### config.mk
export PLATFORM = sky130hd
export DESIGN_NAME = match_timer_display
export DESIGN_NICKNAME = d
export VERILOG_FILES = /design/src/rtl/match_timer_display_pkg.sv /design/src/rtl/match_timer_display_seg7_decode.sv /design/src/rtl/match_timer_display.sv
export SDC_FILE = /design/constraint.sdc
export NUM_CORES = 1
export LEC_CHECK = 0
export ABC_CLOCK_PERIOD_IN_PS = 4200
export BUFFER_PORTS_ARGS = -buffer_cell sky130_fd_sc_hd__buf_2
export CAP_MARGIN = 10
export CORE_ASPECT_RATIO = 0.8
export CORE_MARGIN = 2
export CORE_UTILIZATION = 32
export CTS_CLUSTER_SIZE = 10
export DETAILED_ROUTE_END_ITERATION = 7
export HOLD_SLACK_MARGIN = 0.03
export SYNTH_ARGS = -nofsm -noshare
export SYNTH_HDL_FRONTEND = slang
export SYNTH_SLANG_ARGS = --single-unit
### constraint.sdc
create_clock -name clk -period 4.2 [get_ports clk]
set_input_delay 0.42 -clock clk [delete_from_list [all_inputs] [get_ports clk]]
set_output_delay 0.42 -clock clk [all_outputs]
set_load 0.02 [all_outputs]
### src/rtl/match_timer_display_pkg.sv
// Shared definitions for the match clock and future scoreboard blocks.
// State encoding, display constants, the MM:SS BCD time record and its helpers.
// No logic lives here; everything is constants, types and pure functions.
package match_timer_display_pkg;

  typedef enum logic [1:0] {
    ST_IDLE    = 2'd0,
    ST_RUN     = 2'd1,
    ST_PAUSED  = 2'd2,
    ST_EXPIRED = 2'd3
  } state_e;

  localparam int NUM_DIGITS = 4;

  // Segment byte with every segment and the dp dark.
  localparam logic [7:0] BLANK = 8'hFF;

  // Active-low {dp,g,f,e,d,c,b,a} glyphs for hex digits 0..F, dp dark.
  localparam logic [7:0] SEG_LUT [16] = '{
    8'hC0, 8'hF9, 8'hA4, 8'hB0, 8'h99, 8'h92, 8'h82, 8'hF8,
    8'h80, 8'h90, 8'h88, 8'h83, 8'hC6, 8'hA1, 8'h86, 8'h8E
  };

  // Match time as four BCD digits: minutes tens/ones, seconds tens/ones.
  typedef struct packed {
    logic [3:0] mt;
    logic [3:0] mo;
    logic [3:0] st;
    logic [3:0] so;
  } mmss_t;

  localparam mmss_t TIME_ZERO = '0;
  localparam mmss_t TIME_ONE  = '{mt: 4'd0, mo: 4'd0, st: 4'd0, so: 4'd1};

  // Binary minutes/seconds to BCD; used only on elaboration-time constants.
  function automatic mmss_t to_mmss(input int minutes, input int seconds);
    mmss_t t;
    t.mt = 4'(minutes / 10);
    t.mo = 4'(minutes % 10);
    t.st = 4'(seconds / 10);
    t.so = 4'(seconds % 10);
    return t;
  endfunction

  // One-second BCD decrement with borrow so -> st -> mo -> mt.
  // Callers never pass 00:00, so mt never underflows.
  function automatic mmss_t mmss_dec(input mmss_t t);
    mmss_t r;
    r = t;
    if (t.so != 4'd0) begin
      r.so = t.so - 4'd1;
    end else begin
      r.so = 4'd9;
      if (t.st != 4'd0) begin
        r.st = t.st - 4'd1;
      end else begin
        r.st = 4'd5;
        if (t.mo != 4'd0) begin
          r.mo = t.mo - 4'd1;
        end else begin
          r.mo = 4'd9;
          r.mt = t.mt - 4'd1;
        end
      end
    end
    return r;
  endfunction

endpackage

### src/rtl/match_timer_display_seg7_decode.sv
// BCD/hex digit to active-low 7-segment glyph, dp left dark.
// Latency: purely combinational, zero cycles.
// No backpressure: a pure function of its input.
module seg7_decode
  import match_timer_display_pkg::*;
(
  input  logic [3:0] digit_dat,
  output logic [7:0] seg_dat
);

  assign seg_dat = SEG_LUT[digit_dat];

endmodule

### src/rtl/match_timer_display.sv
// Match clock: MM:SS BCD countdown paced by tick_1hz, scanned onto a 4-digit active-low 7-seg display.
// Latency: state/time/flags update on the edge sampling a command or tick; an/seg follow a segclk rise by 4 clk edges.
// No backpressure: command pulses and ticks are consumed in the cycle they arrive.
module match_timer_display
  import match_timer_display_pkg::*;
#(
  parameter int START_MIN = 2,
  parameter int START_SEC = 0
) (
  input  logic       clk,
  input  logic       clr,
  input  logic       tick_1hz,
  input  logic       segclk,
  input  logic       start,
  input  logic       pause,
  input  logic       restart,
  output logic [7:0] seg,
  output logic [3:0] an,
  output logic       running,
  output logic       expired
);

  localparam mmss_t START_T = to_mmss(START_MIN, START_SEC);
  localparam bit START_IS_ZERO = (START_T == TIME_ZERO);

  state_e     state_q, state_d;
  mmss_t      time_q, time_d;
  logic       blink_q, blink_d;
  logic       s1_q, s2_q, s3_q;
  logic [1:0] idx_q, idx_d;
  logic [3:0] an_q, an_d;
  logic [7:0] seg_q, seg_d;
  logic       running_q, running_d;
  logic       expired_q, expired_d;

  logic       seg_rise;
  logic [3:0] digit;
  logic [7:0] digit_seg;
  logic       dp_on;
  logic       blank;

  // Command handling, countdown and blink; restart overrides everything.
  always_comb begin
    state_d = state_q;
    time_d  = time_q;
    blink_d = blink_q;
    if (restart) begin
      state_d = ST_IDLE;
      time_d  = START_T;
    end else begin
      unique case (state_q)
        ST_IDLE: begin
          if (start) state_d = (time_q == TIME_ZERO) ? ST_EXPIRED : ST_RUN;
        end
        ST_RUN: begin
          if (tick_1hz) begin
            // 00:00 cannot normally be seen here; treat it like 00:01 so the time stays legal.
            if (time_q == TIME_ONE || time_q == TIME_ZERO) begin
              time_d  = TIME_ZERO;
              state_d = ST_EXPIRED;
            end else begin
              time_d = mmss_dec(time_q);
            end
          end
          // Pause still lets a coincident tick decrement; expiry on that tick wins.
          if (pause && state_d == ST_RUN) state_d = ST_PAUSED;
        end
        ST_PAUSED: begin
          if (start) state_d = ST_RUN;
        end
        ST_EXPIRED: begin
          if (start) begin
            time_d  = START_T;
            state_d = START_IS_ZERO ? ST_EXPIRED : ST_RUN;
          end else if (tick_1hz) begin
            blink_d = ~blink_q;
          end
        end
      endcase
    end
    // Blink only has meaning while expired; start every expiry with the display lit.
    if (state_d != ST_EXPIRED) blink_d = 1'b0;
  end

  // Digit scan: advance on each synchronized rising edge of segclk.
  always_comb begin
    seg_rise = s2_q & ~s3_q;
    idx_d    = idx_q + {1'b0, seg_rise};
  end

  seg7_decode u_seg7 (
    .digit_dat (digit),
    .seg_dat   (digit_seg)
  );

  // Select the scanned digit, add the MM:SS separator, blank a leading zero and the blink-off phase.
  always_comb begin
    digit = time_q.so;
    an_d  = 4'b1110;
    dp_on = 1'b0;
    blank = 1'b0;
    case (idx_q)
      2'd0: begin
        digit = time_q.so;
        an_d  = 4'b1110;
      end
      2'd1: begin
        digit = time_q.st;
        an_d  = 4'b1101;
      end
      2'd2: begin
        digit = time_q.mo;
        an_d  = 4'b1011;
        dp_on = 1'b1;
      end
      2'd3: begin
        digit = time_q.mt;
        an_d  = 4'b0111;
        blank = (time_q.mt == 4'd0);
      end
    endcase
    seg_d = blank ? BLANK : {~dp_on, digit_seg[6:0]};
    if (state_q == ST_EXPIRED && blink_q) begin
      an_d  = 4'b1111;
      seg_d = BLANK;
    end
  end

  // Status flags decode the next state so they move on the same edge as the state itself.
  always_comb begin
    running_d = (state_d == ST_RUN);
    expired_d = (state_d == ST_EXPIRED);
  end

  // State, time and display registers; segclk is treated as asynchronous data (s1/s2 sync, s3 history).
  always_ff @(posedge clk or negedge clr) begin
    if (!clr) begin
      state_q   <= ST_IDLE;
      time_q    <= START_T;
      blink_q   <= 1'b0;
      s1_q      <= 1'b0;
      s2_q      <= 1'b0;
      s3_q      <= 1'b0;
      idx_q     <= 2'd0;
      an_q      <= 4'b1111;
      seg_q     <= BLANK;
      running_q <= 1'b0;
      expired_q <= 1'b0;
    end else begin
      state_q   <= state_d;
      time_q    <= time_d;
      blink_q   <= blink_d;
      s1_q      <= segclk;
      s2_q      <= s1_q;
      s3_q      <= s2_q;
      idx_q     <= idx_d;
      an_q      <= an_d;
      seg_q     <= seg_d;
      running_q <= running_d;
      expired_q <= expired_d;
    end
  end

  assign seg     = seg_q;
  assign an      = an_q;
  assign running = running_q;
  assign expired = expired_q;

endmodule

==> metrics, run 1 <==
status=completed; hold_buf cts=0; largest net degree at the start of global routing=38; core footprint=6440 um^2; Die H=77.1 um; Setup Viol. Count Final=0; number of global-route vias before repair=1597; Setup crit end kind=register; met1 usage in global routing=19.4%; Synth Warn #=0; H-tree levels=2; Ports=21; Crit path arrival time=2.81 ns; FF+latch area=941 um^2; max cap viols=0; Filler Cell Count=668; HPWL after DPL=3300 um; largest family of logic cells by synthesized area=simple AND/OR/NAND/NOR gates; clk buf depth=2; post-route ant nets=0; DRC=0; number of DRC markers in iteration 0=70; met2 Track Usage GR=19.9%; FFs w/ async S/R, synth=100%; global-route wire length before repair=7940 um; initial antenna violation count=0; Fin. Hold Viols=0; PortBufs=20; Hold Crit Class=in -> async; postcts setup bufs=0; die area=7360 um^2; drt pass-1 iters=4; GR Overflow Total=0; clock slew at reported path FFs=0.08 ns; routed len/inst=14.5 um; Post-synth EDFFs=0; CP startpoint kind=register; Synth area leaders=dfrtp_1 29%, dfstp_2 15%, ha_1 8.2%, inv_1 3.5%, mux4_2 3.2%; setup TNS=0 ns; Layout Nets=250; Die X=95.4 um; # resized after CTS=0; Peak Freq=380 MHz; WL final=4560 um; CP Cell Sequence=inv_1 > ha_1 > or3b_4 > or4_4 > o21ai_0 > buf_4 > a21oi_1 > mux2_2; Commonest cells post-synth=25 x dfrtp_1, 20 x inv_1, 14 x ha_1, 14 x nor2_1; Vias=1645; CTS root buffer=clkbuf_8; post-synth top area cell=dfrtp_1; Final GP Congestion=0.804; met3 Resource Use GR=3.54%; Synth Area in Compound Gates=16.3%; minimum clock period=2.63 ns; Worst path max stage delay=0.49 ns; mux share of post-synthesis cell area=7.90%; VDD IR max=0.000195 V; share of cells above drive strength 1=24.3%; Layout area overhead=12.2%; clk_skew=0.00896 ns; Num CTS Buffers=5; crit-path max FO=10; RSZ-0062 raised after global routing=no; Slowest cell on crit path=or4_4; fin cells=314; type of the worst setup path=reg -> reg; post-synthesis xor/xnor area fraction=0.819%; CTS tree=yes; top_reg_cell synth=dfrtp_1; Final Cycle Share=62.6%; power per cell area=756 nW/um^2; fin. max-slew vios=0; post-synth cell types=52; total track usage=13.8%; Synth Area in Adders=8.19%; Post-Synth Simple-Gate Area=17.5%; GRT busiest layer=met2; # diodes=0; Yosys top cell area share=29.3%; Mapped Cells=210; Cells after DPL=306; Initial Util=33.2%; CTS Sinks=37; Worst EP required=4.38 ns; Netlist Area Pre-Place=2140 um^2; most frequent cell after synthesis=dfrtp_1; Slew @ Worst Pin=1.08 ns; worst skew pair latency=0.29 ns; multi-input logic area=1080 um^2; relative slew slack=28.0%; syn avg cell area=10.2 um^2; Via density=5.24; sequential area share after synthesis=44.0%; Yosys reg bits=37; Row Count=26; syn_nets=231; Pleak=1.05 nW
[area by class of cell]
cell class	count	area share (%)
tap	84	4.38
clock buffer	5	2.87
clock inverter	3	0.730
sequential	37	39.2
timing repair buffer	21	4.49
multi-input combinational	144	45.2
inverter	20	3.13
[layout by cell type (no fill, tap or decap), drive strengths merged, types with 4 or more instances in the layout]
| cell | Yosys | routed |
|---|---|---|
| dfrtp | 25 | 25 |
| buf | 2 | 21 |
| inv | 20 | 20 |
| nor2 | 14 | 14 |
| ha | 14 | 14 |
| nand2 | 12 | 12 |
| dfstp | 12 | 12 |
| o21ai | 9 | 9 |
| a21oi | 8 | 8 |
| nand2b | 5 | 5 |
| a31oi | 5 | 5 |
| clkbuf | 7 | 5 |
| nor2b | 4 | 4 |
| nor3b | 4 | 4 |
| or3 | 4 | 4 |
| mux2 | 4 | 4 |
| mux4 | 4 | 4 |
[flip-flops by register name, summed over array words and instances (netlist names)]
signal   cells
time_q      16
s2_q         1
s1_q         1
running      1
an           4
blink_q      1
s3_q         1
idx_q        2
expired      1
seg          7
state_q      2
[per-layer routing]
layer / vias up / part of all wire (%)
li1: 795 / -
met5: - / 0
met1: 801 / 51
met4: 0 / 2.2
met3: 9 / 4.4
met2: 40 / 42
[final timing paths]
kind | startpoint | endpoint | slack [ns] | depth (start not counted)
max in group asynchronous | clr | idx_q[1] | 3.46 | 1
worst min register to register | s1_q | s2_q | 0.35 | 0
min in group clk | segclk | s1_q | 0.24 | 1
worst min-delay path | clr | running | 0.21 | 1
worst max-delay path | time_q[12] | time_q[4] | 1.57 | 8
worst max register to register | time_q[12] | time_q[4] | 1.57 | 8
[report_power, final]
group	total (mW)	switching [mW]	internal, mW
logic	0.907	0.504	0.403
registers	0.658	0.134	0.524
clock network	0.247	0.132	0.115
[logic make-up (layout without fill, tap and decap cells)]
kind of cell | Yosys count | count (layout)
AO/OA/AOI/OAI | 50 | 50
XOR/XNOR | 2 | 2
adder cells (fa/ha/maj) | 14 | 14
multiplexers | 11 | 11
flip-flops | 37 | 37
AND/OR/NAND/NOR | 67 | 67
buffers and inverters | 29 | 49
[worst max-delay path: cells and delay by family (launching register included)]
kind / cells / cell delay (ns)
flip-flops: 1 / 0.41
multiplexers: 1 / 0.26
adder cells (fa/ha/maj): 1 / 0.13
AO/OA/AOI/OAI: 2 / 0.46
AND/OR/NAND/NOR: 2 / 0.89
buffers and inverters: 2 / 0.36
[through the flow]
step	cell area [um^2]	worst slack [ns]	utilization, %	hold WS (ns)	total power [mW]
floorplan	2140	1.82	-	0.124	1.35
global placement	2310	1.65	35.9	0.332	1.56
detailed placement	2310	1.59	35.9	0.336	1.56
CTS	2400	1.58	37.2	0.226	1.82
global route	2400	1.40	37.2	0.223	1.99
finish	2400	1.57	37.2	0.210	1.81
No activity file was read; power rests on OpenSTA's default activity.
==> run 2: changes to the inputs <==
ABC_AREA = 1   (was unset)
ABC_CLOCK_PERIOD_IN_PS = 2700   (was 4200)
clock period = 2.7 ns   (was 4.2 ns; I/O delays follow)
==> metrics, run 2 <==
hold_buf cts=0 (unchanged); Crit path arrival time=2.08 ns (was 2.81 ns); Worst EP required=2.94 ns (was 4.38 ns); HPWL after DPL=3720 um (was 3300 um); Synth area leaders=dfrtp_1 28%, nand2_1 15%, dfstp_2 14%, ha_1 7.7%, inv_1 6.0% (was dfrtp_1 29%, dfstp_2 15%, ha_1 8.2%, inv_1 3.5%, mux4_2 3.2%); core footprint=6890 um^2 (was 6440 um^2); minimum clock period=1.84 ns (was 2.63 ns); syn avg cell area=7.75 um^2 (was 10.2 um^2); PortBufs=20 (unchanged); Pleak=1.37 nW (was 1.05 nW); Filler Cell Count=733 (was 668); Row Count=27 (was 26); Die H=79.3 um (was 77.1 um); WL final=4890 um (was 4560 um); Setup Viol. Count Final=0 (unchanged); Yosys top cell area share=27.6% (was 29.3%); postcts setup bufs=0 (unchanged); Fin. Hold Viols=0 (unchanged); Ports=21 (unchanged); DRC=0 (unchanged); status=completed (unchanged); CP startpoint kind=register (unchanged); FFs w/ async S/R, synth=100% (unchanged); largest family of logic cells by synthesized area=simple AND/OR/NAND/NOR gates (unchanged); Synth Area in Compound Gates=7.94% (was 16.3%); Vias=1877 (was 1645); Final GP Congestion=0.865 (was 0.804); worst hold slack=0.0669 ns (was 0.210 ns); top_reg_cell synth=dfrtp_1 (unchanged); Post-Synth Simple-Gate Area=33.0% (was 17.5%); syn_nets=314 (was 231); Synth Warn #=0 (unchanged); Num CTS Buffers=5 (unchanged); setup TNS=0 ns (unchanged); commonest non-fill, non-tap cell in the layout=nand2_1 (was dfrtp_1); post-route ant nets=0 (unchanged); mux share of post-synthesis cell area=0% (was 7.90%); total track usage=13.9% (was 13.8%); setup slack after layout=0.864 ns (was 1.57 ns); Reg with most FFs=time_q (unchanged); Initial Util=32.9% (was 33.2%); drt pass-1 iters=4 (unchanged); Peak Freq=545 MHz (was 380 MHz); crit-path max FO=8 (was 10); die area=7790 um^2 (was 7360 um^2); Post-synth EDFFs=0 (unchanged); CTS root buffer=clkbuf_8 (unchanged); CTS tree=yes (unchanged); Die X=98.2 um (was 95.4 um); max cap viols=0 (unchanged); multi-input logic area=1150 um^2 (was 1080 um^2); type of the worst setup path=reg -> reg (unchanged); share of cells above drive strength 1=20.7% (was 24.3%); post-synthesis xor/xnor area fraction=1.93% (was 0.819%); Hold Crit Class=in -> async (unchanged); global-route wire length before repair=8440 um (was 7940 um); Slew @ Worst Pin=0.834 ns (was 1.08 ns); GR Overflow Total=0 (unchanged); Post-Place Worst Slack=0.891 ns (was 1.59 ns); Layout area overhead=14.6% (was 12.2%); CTS Sinks=37 (unchanged); Layout Nets=339 (was 250); sequential area share after synthesis=41.5% (was 44.0%); FF+latch area=941 um^2 (unchanged); most frequent cells in the layout=89 x nand2_1, 36 x inv_1, 25 x dfrtp_1 (was 25 x dfrtp_1, 20 x inv_1, 20 x buf_2); fin util=37.7% (was 37.2%); most frequent cell after synthesis=nand2_1 (was dfrtp_1); clk_skew=0.0110 ns (was 0.00896 ns); # resized after CTS=0 (unchanged); Commonest cells post-synth=89 x nand2_1, 36 x inv_1, 25 x dfrtp_1, 23 x nand3_1, 21 x nor2_1 (was 25 x dfrtp_1, 20 x inv_1, 14 x ha_1, 14 x nor2_1); H-tree levels=2 (unchanged); VDD IR max=0.000352 V (was 0.000195 V); routed len/inst=12.0 um (was 14.5 um); fin. max-slew vios=0 (unchanged); RSZ-0062 raised after global routing=no (unchanged); post-synth top area cell=dfrtp_1 (unchanged); Yosys reg bits=37 (unchanged); initial antenna violation count=0 (unchanged); Synth Area in Adders=7.72% (was 8.19%); number of DRC markers in iteration 0=94 (was 70); number of global-route vias before repair=1731 (was 1597); relative slew slack=44.4% (was 28.0%); worst skew pair latency=0.31 ns (was 0.29 ns); largest net degree at the start of global routing=38 (unchanged); max reg flops=16 (unchanged); Mapped Cells=293 (was 210); power per cell area=1270 nW/um^2 (was 756 nW/um^2); # diodes=0 (unchanged); Setup crit end kind=register (unchanged); Via density=4.62 (was 5.24); clock slew at reported path FFs=0.08 ns (about the same); clk buf depth=2 (unchanged); Final Cycle Share=68.0% (was 62.6%); Netlist Area Pre-Place=2270 um^2 (was 2140 um^2); post-synth cell types=29 (was 52)
[run 2: cell count changes in the layout (fill, tap and decap cells not counted), moves of 5 or more]
cell,change
nand2_1,+77
nand3_1,+20
inv_1,+16
inv_2,+9
nor2_1,+7
a31oi_1,-5
nand2b_1,-5
nand4_1,+5
o21ai_1,+5
[run 2: through the flow]
step	cell area, um^2	cells	total power, mW
2_1_floorplan	2270	293	2.33
3_3_place_gp	2470	398	2.71
3_5_place_dp	2470	398	2.73
4_1_cts	2600	406	3.33
5_1_grt	2600	406	3.65
6_report	2600	406	3.31
[run 2: layout make-up]
type	count	area share [%]
Clock inverter	3	2.50
Inverter	45	6.50
Timing Repair Buffer	20	3.85
Tap cell	87	4.19
Clock buffer	5	2.65
Sequential cell	37	36.2
Multi-Input combinational cell	209	44.1
[run 2: worst max-delay path, cell delays in order, from the launching register on]
cell and delay (ns):
dfstp_2 0.57, inv_1 0.05, ha_1 0.21, nand3_2 0.17, nor2_4 0.08, nand2_4 0.12, nand2_1 0.22, nor3_1 0.23
nand2_1 0.07, o21ai_1 0.07
[run 2: cell families after synthesis]
| family | Yosys count |
|---|---|
| AOI/OAI and AO/OA | 30 |
| and+or+nand+nor | 160 |
| DFF | 37 |
| xor gates and xnor gates | 5 |
| buffers and inverters | 47 |
| adders and majority gates | 14 |
[run 2: layer usage]
metal	track usage, %	vias to the layer above	wire length [um]
met5	0	-	0
met2	19.6	58	1990
met4	5.75	0	90
met3	3.26	7	269
met1	20.3	822	2540
li1	-	990	-
[run 2: power by group]
group | total [mW] | switching (mW) | internal [mW]
Clock | 0.581 | 0.214 | 0.367
Combinational | 1.74 | 1.14 | 0.591
Sequential | 0.994 | 0.173 | 0.821
[run 2: worst paths after layout]
path                           start    endpoint  slack, ns  depth (start not counted)
min in group clk              segclk        s1_q       0.07                          1
setup / recovery           time_q[9]   time_q[5]       0.86                          9
max in group asynchronous        clr   time_q[2]       2.11                          1
setup reg to reg           time_q[9]   time_q[5]       0.86                          9
hold reg to reg                 s1_q        s2_q       0.36                          0
hold / removal                   clr  time_q[10]       0.07                          1
==> run 3: changes to the inputs <==
ABC_CLOCK_PERIOD_IN_PS = 1900   (was 2700)
clock period = 1.9 ns   (was 2.7 ns; I/O delays follow)
==> metrics, run 3 (synthesis gave the netlist of run 2 again) <==
status=completed (unchanged); GR Overflow Total=0 (unchanged); share of cells above drive strength 1=22.9% (was 20.7%); Layout Nets=343 (was 339); Vias=1843 (was 1877); Row Count=27 (unchanged); commonest non-fill, non-tap cell in the layout=nand2_1 (unchanged); max cap viols=0 (unchanged); Reg with most FFs=time_q (unchanged); worst skew pair latency=0.29 ns (was 0.31 ns); H-tree levels=2 (unchanged); clk_skew=0.00757 ns (was 0.0110 ns); Setup crit end kind=register (unchanged); number of DRC markers in iteration 0=126 (was 94); CTS Sinks=37 (unchanged); Reg power frac=31.6% (was 30.0%); fin. max-slew vios=0 (unchanged); max reg flops=16 (unchanged); most frequent cells in the layout=87 x nand2_1, 36 x inv_1, 24 x dfrtp_1 (was 89 x nand2_1, 36 x inv_1, 25 x dfrtp_1); Die H=79.3 um (unchanged); drt pass-1 iters=4 (unchanged); PortBufs=20 (unchanged); clk buf depth=2 (unchanged); Ports=21 (unchanged); Final GP Congestion=0.880 (was 0.865); Setup Viol. Count Final=0 (unchanged); routed len/inst=11.4 um (was 12.0 um); core footprint=6890 um^2 (unchanged); Net Switching=2.19 mW (was 1.53 mW); CP startpoint kind=register (unchanged); Layout area overhead=15.3% (was 14.6%); minimum clock period=1.72 ns (was 1.84 ns); Hold Crit Class=in -> reg (was in -> async); power per cell area=1710 nW/um^2 (was 1270 nW/um^2); global-route wire length before repair=8170 um (was 8440 um); Fin. Hold Viols=0 (unchanged); Die X=98.2 um (unchanged); Logic pwr share=56.4% (was 52.4%); Worst EP required=2.07 ns (was 2.94 ns); initial antenna violation count=0 (unchanged); Clock Power Share=12.1% (was 17.6%); HPWL after DPL=3660 um (was 3720 um); Filler Cell Count=725 (was 733); Initial Util=32.9% (unchanged); Crit path arrival time=1.89 ns (was 2.08 ns); relative slew slack=58.5% (was 44.4%); internal cell power=2.30 mW (was 1.78 mW); setup TNS=0 ns (unchanged); RSZ-0062 raised after global routing=no (unchanged); CTS tree=yes (unchanged); total track usage=13.1% (was 13.9%); Slew @ Worst Pin=0.622 ns (was 0.834 ns); worst hold slack=0.201 ns (was 0.0669 ns); clock slew at reported path FFs=0.07 ns (was 0.08 ns); number of global-route vias before repair=1705 (was 1731); Peak Freq=583 MHz (was 545 MHz); Via density=4.50 (was 4.62); largest net degree at the start of global routing=29 (was 38); Net Sw Frac=48.8% (was 46.3%); post-route ant nets=0 (unchanged); die area=7790 um^2 (unchanged); WL final=4690 um (was 4890 um); type of the worst setup path=reg -> reg (unchanged); # diodes=0 (unchanged); DRC=0 (unchanged); VDD IR max=0.000459 V (was 0.000352 V); crit-path max FO=8 (unchanged); Pleak=1.37 nW (about the same); Num CTS Buffers=5 (unchanged); CTS root buffer=clkbuf_8 (unchanged); Final Cycle Share=90.4% (was 68.0%)
-- run 3: path summary, 6_finish.rpt --
check | slack [ns] | cells past startpoint | start | endpoint
worst max-delay path | 0.18 | 11 | time_q[0] | time_q[10]
worst min-delay path | 0.20 | 4 | restart | time_q[14]
worst max register to register | 0.18 | 11 | time_q[0] | time_q[10]
worst min register to register | 0.35 | 0 | s1_q | s2_q
max in group asynchronous | 0.80 | 3 | clr | an[1]
min in group asynchronous | 0.46 | 2 | clr | time_q[1]
-- run 3: cell type report --
| type | instances | area [um^2] | area share (%) |
|---|---|---|---|
| Sequential cell | 37 | 942 | 36.0 |
| Clock inverter | 3 | 17.5 | 0.670 |
| Tap cell | 87 | 109 | 4.16 |
| Timing Repair Buffer | 24 | 135 | 5.17 |
| Inverter | 45 | 169 | 6.46 |
| Multi-Input combinational cell | 209 | 1170 | 44.9 |
| Clock buffer | 5 | 68.8 | 2.63 |
-- run 3: power by group through the flow --
stage	combinational [mW]	clock (mW)	sequential [mW]
detailed placement	2.45	0	1.42
global placement	2.44	0	1.42
CTS	2.46	0.563	1.40
floorplan	1.79	0	1.52
global route	2.92	0.605	1.46
finish	2.53	0.541	1.42
-- run 3: timing repair --
action / 4_1_cts / 5_1_grt
gates resized for setup: 0 / 8
buffers inserted: 0 / 1
hold buffers: 2 / 0
hold endpoints to repair: 26 / 0
endpoints found under the setup margin: 0 / 20
-- run 3: metal layers --
layer	GRT usage (%)	wire (um)
met5	0	0
met4	4.11	67
met3	3.26	292
met2	17.9	1840
met1	19.9	2490
-- run 3: through the flow --
step                      power, mW  instance area (um^2)  util (%)  worst slack [ns]  instances
final                          4.49                  2620      38.0             0.183        410
after global routing           4.98                  2620      38.0           0.00748        410
after detailed placement       3.87                  2470      35.9             0.134        399
after floorplan                3.31                  2270         -             0.358        293
after CTS                      4.43                  2580      37.4             0.120        409
after global placement         3.86                  2470      35.9             0.123        399
-- run 3: worst max-delay path, cell delays in order (launching register included) --
cell and delay (ns):
dfrtp_1 0.41, inv_1 0.13, ha_1 0.21, inv_1 0.05, nand2_1 0.06, nand2_1 0.07, nor2_4 0.14, nand2_4 0.11
nand3_2 0.11, nand3_2 0.15, nand2_1 0.10, o21ai_1 0.06
